--- src/rtl/receive_deserializer.sv ---
// Serial receiver for 15-bit frames: a start bit, 12 data bits sent LSB first,
// an even-parity bit and a stop bit. The line is sampled once per bit, at the
// middle of that bit.
module receive_deserializer #(
  parameter int BIT_CYCLES = 4,
  parameter int HALF       = BIT_CYCLES / 2
) (
  input  logic        clk,
  input  logic        ctr_clr,
  input  logic        conv_en_n,
  input  logic        ser_in,
  output logic [11:0] reg_out,
  output logic        data_valid,
  output logic        parity_err,
  output logic        frame_err,
  output logic        busy,
  output logic [7:0]  word_cnt
);

  localparam int CW = (BIT_CYCLES > 2) ? $clog2(BIT_CYCLES) : 1;

  typedef enum logic [2:0] {IDLE, START, DATA, PARITY, STOP, WAIT_IDLE} state_t;

  state_t        state, state_nx;
  logic [CW-1:0] cnt;
  logic [3:0]    bit_idx;
  logic [11:0]   sreg;
  logic          par_bit;
  logic          tick, shift, par_ld, accept, ferr;

  // The start bit is sampled half a bit in; every later bit is sampled one full
  // bit period after the previous sample.
  assign tick = (state == START) ? (cnt == CW'(HALF - 1)) : (cnt == CW'(BIT_CYCLES - 1));
  assign busy = (state != IDLE);

  // State register
  always_ff @(posedge clk) begin
    if (ctr_clr) state <= IDLE;
    else         state <= state_nx;
  end

  // Next state and per-sample strobes; a disable while busy overrides all of them
  always_comb begin
    state_nx = state;
    shift    = 1'b0;
    par_ld   = 1'b0;
    accept   = 1'b0;
    ferr     = 1'b0;
    case (state)
      IDLE:      if (!conv_en_n && !ser_in) state_nx = START;
      START:     if (tick) state_nx = ser_in ? IDLE : DATA;
      DATA:      if (tick) begin
                   shift = 1'b1;
                   if (bit_idx == 4'd11) state_nx = PARITY;
                 end
      PARITY:    if (tick) begin
                   par_ld   = 1'b1;
                   state_nx = STOP;
                 end
      STOP:      if (tick) begin
                   accept   = ser_in;
                   ferr     = !ser_in;
                   state_nx = ser_in ? IDLE : WAIT_IDLE;
                 end
      WAIT_IDLE: if (ser_in) state_nx = IDLE;
      default:   state_nx = IDLE;
    endcase
    if (state != IDLE && conv_en_n) begin
      state_nx = IDLE;
      shift    = 1'b0;
      par_ld   = 1'b0;
      accept   = 1'b0;
      ferr     = 1'b0;
    end
  end

  // Bit timing counter, shift register and bit index
  always_ff @(posedge clk) begin
    if (ctr_clr) begin
      cnt     <= '0;
      bit_idx <= '0;
      sreg    <= '0;
      par_bit <= 1'b0;
    end else begin
      cnt <= (tick || state == IDLE) ? '0 : cnt + 1'b1;
      if (state == START) bit_idx <= '0;
      if (shift) begin
        sreg    <= {ser_in, sreg[11:1]};
        bit_idx <= bit_idx + 4'd1;
      end
      if (par_ld) par_bit <= ser_in;
    end
  end

  // Result registers: updated only on a good stop bit; strobes last one cycle
  always_ff @(posedge clk) begin
    if (ctr_clr) begin
      reg_out    <= '0;
      parity_err <= 1'b0;
      word_cnt   <= '0;
      data_valid <= 1'b0;
      frame_err  <= 1'b0;
    end else begin
      data_valid <= accept;
      frame_err  <= ferr;
      if (accept) begin
        reg_out    <= sreg;
        parity_err <= (^sreg) ^ par_bit;
        word_cnt   <= word_cnt + 8'd1;
      end
    end
  end

endmodule

--- config.mk ---
export PLATFORM = sky130hd
export DESIGN_NAME = receive_deserializer
export DESIGN_NICKNAME = d
export VERILOG_FILES = /design/src/rtl/receive_deserializer.sv
export SDC_FILE = /design/constraint.sdc
export NUM_CORES = 1
export LEC_CHECK = 0
export ABC_AREA = 1
export CAP_MARGIN = 20
export CORE_UTILIZATION = 55
export CTS_CLUSTER_DIAMETER = 80
export DETAILED_ROUTE_END_ITERATION = 12
export HOLD_SLACK_MARGIN = 0.03
export PLACE_DENSITY = 0.87
export REMOVE_ABC_BUFFERS = 1
export SYNTH_ARGS = -nofsm -noshare
export SYNTH_HDL_FRONTEND = slang
export SYNTH_SLANG_ARGS = --single-unit
--- constraint.sdc ---
create_clock -name clk -period 2.27 [get_ports clk]
set_input_delay 0.454 -clock clk [delete_from_list [all_inputs] [get_ports clk]]
set_output_delay 0.454 -clock clk [all_outputs]
set_load 0.05 [all_outputs]
==> results.md <==
- Ranking of synthesized cells by area: dfxtp_1 42%, nand2_1 13%, nor2_1 9.6%
- Die Footprint: 0.004162 mm²
- Final setup vio count: 0
- Worst-path clk slew: 0.09 ns
- WP buf/inv: 2
- Final instance area: 0.002599 mm²
- Largest net degree at the start of global routing: 23
- Critical path fanouts, max: 6
- Iter 0 DRT Violations: 113
- Total track usage: 22.68%
- GP Congestion: 0.9316
- Distinct cell type count after synthesis: 32
- Max Clk Rate: 484.2 MHz
- Peak VDD IR: 0.7355 mV
- WP data required: 1.82 ns
- First-pass GRT wire length: 7410 µm
- Routed WL: 4281 µm
- Slew Limit Fails: 0
- FF-to-FF Start: state[1]
- CP Capture Type: primary output
- Via total after detailed routing: 1,961
- CP top delay family: buffers and inverters
- Drt via density: 5.107
- Routed length per instance: 11.15 µm
- Floorplan core area: 0.003716 mm²
- CTS sink count: 45
- Vias in the first global route: 1,773
- Sequential share of the synthesized area: 41.91%
- Setup CP Type: reg -> out
- Number of warnings issued by yosys: 0
- Io pins: 28
- M3 GR Usage: 5.634%
- Layout Skew: 0.004935 ns
- Initial DRT Pass Iterations: 4
- Final worst-path cycle share: 90.97%
- Worst slew margin: 66.90%
- Top cell type's share of synthesized area: 41.91%
- Drt drc: 0
- DP HPWL: 3027 µm
- Slack of the worst reg-to-reg path: 0.47 ns
- Synth Cell Area: 0.002150 mm²
- Layer with the highest usage: met2
- Die height: 64.52 µm
- Row cnt: 22
- Average size of a mapped cell: 7.025 µm²
- CTS Buf Count: 5
- Diodes inserted: 0
- Initial Utilization: 57.85%
- Seq cells post-synth: 45
- Static leakage: 0.001092 µW
- Slowest cell on crit path: dlygate4sd2_1
- Hold_ws: 0.4688 ns
- Worst reg-to-reg path cell count: 9
- Met2 Use GR: 39.21%
- Worst Slack Setup Final: 0.2049 ns
- Clk Latency, worst-skew pair: 0.30 ns
- Register Area: 900.9 µm²
- Hold path start: word_cnt[5]
- Crit path largest cell delay: 0.44 ns
- Arrival time at the worst endpoint: 1.61 ns
- Number of port buffers: 27
- Largest area contributor in the netlist: dfxtp_1
- Post-route ant nets: 0
- Final Hold Fails: 0
- P&R area growth vs syn: 20.90%
- Tightest Pin Transition: 0.4949 ns
- Root Driver: clkbuf_8
- Outcome: completed
- Layout fillers: 321
- Max-cap violations: 0
- Nets@finish: 341
- Critical-path cell list: nor3_1 -> inv_1 -> dlygate4sd2_1
- PwrDens: 739.9 mW/mm²
- Proportion of layout cells with a drive suffix above 1: 8.929%
- Die Width: 64.52 µm
- Mapped Cells: 306
- Minimum clock period after layout: 2.065 ns
- Setup TNS: 0 ns
- Worst hold path stage count: 2
- Global routing usage on met1: 27.20%
- Final core area utilization: 69.93%
- CTS tree: built
- GRT overflow: 0
- Crit start category: flop
- WHS Endpoint: word_cnt[5]
- Worst hold path class: reg -> reg
- Clock buffer depth: 2
- Cts hold-fix bufs: 0
- Initial antenna violation count: 0
- Reg-to-Reg End: sreg[7]
- Area occupied by multi-input gates: 0.001057 mm²
- Placed cell area: 0.002462 mm²
- H-tree depth: 2
- RSZ-0062 raised after global routing: no
- Pre-CTS setup slack: 0.1803 ns
## registers in the layout, indices dropped and copies added (netlist names)
signal,count
state,3
sreg,12
cnt,2
bit_idx,4
data_valid,1
frame_err,1
par_bit,1
reg_out,12
word_cnt,8
parity_err,1
## per-stage QoR
stage | cells | total power, µW
6_report | 384 | 1923
5_1_grt | 384 | 2016
4_1_cts | 384 | 1935
3_5_place_dp | 376 | 1220
3_3_place_gp | 376 | 1211
2_1_floorplan | 297 | 1134
## cells in the mapped netlist
library cell / count
nand4_1: 4
a21oi_1: 16
a211oi_1: 1
nand2b_1: 1
nor3_1: 3
or2_2: 1
inv_2: 4
a211oi_2: 1
ha_1: 2
nand3_1: 9
xor2_1: 4
dfxtp_1: 45
nand3_4: 1
inv_1: 31
o21bai_1: 1
xnor2_1: 4
nor2_2: 3
nand2_1: 72
o21ai_1: 4
nor4_1: 2
a31oi_1: 1
nor2_1: 55
nand2_4: 1
buf_4: 3
clkbuf_1: 2
o21ai_2: 2
nor3_4: 2
buf_6: 2
o21ai_0: 22
nand2_2: 3
o31ai_1: 2
buf_1: 2
## worst register-to-register path, cell delays in order (launching register included)
cell and delay, ns:
dfxtp_1 0.37, inv_1 0.10, nor2_1 0.16, inv_2 0.06, nor2_2 0.15, inv_2 0.08, nor3_4 0.32, inv_1 0.18
o21ai_0 0.18, a21oi_1 0.07
## cells in the final DEF (no fill, tap or decap), drive strengths merged
cell           Yosys  layout
a211oi             2       2
a21oi             16      16
a31oi              1       1
buf                7       4
bufinv             0       2
clkbuf             2       5
clkdlybuf4s50      0      26
dfxtp             45      45
dlygate4sd2        0       1
ha                 2       2
inv               35      36
nand2             76      76
nand2b             1       1
nand3             10      10
nand4              4       4
nor2              58      58
nor3               5       5
nor4               2       2
o21ai             28      28
o21bai             1       1
o31ai              2       2
or2                1       1
xnor2              4       4
xor2               4       4
## cell families after synthesis
kind of cell	synth area share, %
xor gates and xnor gates	3.259
buffers and inverters	8.906
adders and majority gates	1.164
and+or+nand+nor	31.90
DFF	41.91
AOI/OAI and AO/OA	12.86
## power breakdown
part,total [µW],internal (µW),switching [µW]
clock,726,443,283
sequential,858,819,39.0
combinational,339,103,236
total,1920,1360,558
## area by class of cell
type | instances | share of cell area, %
Multi-Input combinational cell | 217 | 40.68
Sequential cell | 45 | 34.67
Timing Repair Buffer | 31 | 11.99
Inverter | 35 | 5.055
Clock buffer | 5 | 2.648
Clock inverter | 3 | 2.648
Tap cell | 48 | 2.311
## layer usage
layer  wire [µm]  vias to the layer above  part of all wire, %
met2        2047                       49                   48
li1            -                     1024                    -
met1        1997                      880                   47
met3         164                        8                  3.8
met5           0                        -                    0
met4          71                        0                  1.7
## how the worst max path moves through the flow
| stage | start | end | slack [ns] | cells past startpoint |
|---|---|---|---|---|
| 2_1_floorplan | state[0] | parity_err | 0.59 | 9 |
| 3_3_place_gp | conv_en_n | word_cnt[3] | 0.26 | 8 |
| 3_5_place_dp | conv_en_n | word_cnt[3] | 0.18 | 8 |
| 4_1_cts | word_cnt[2] | word_cnt[2] | 0.21 | 1 |
| 5_1_grt | state[2] | busy | 0.15 | 3 |
| 6_report | state[2] | busy | 0.20 | 3 |
## what timing repair did
| action | in CTS | in global routing |
|---|---|---|
| hold endpoints to repair | 0 | 0 |
| endpoints found under the setup margin | 1 | 0 |
| resized for setup | 1 | 0 |
| buffers inserted | 0 | 0 |
Power figures use the tool's default switching activity.
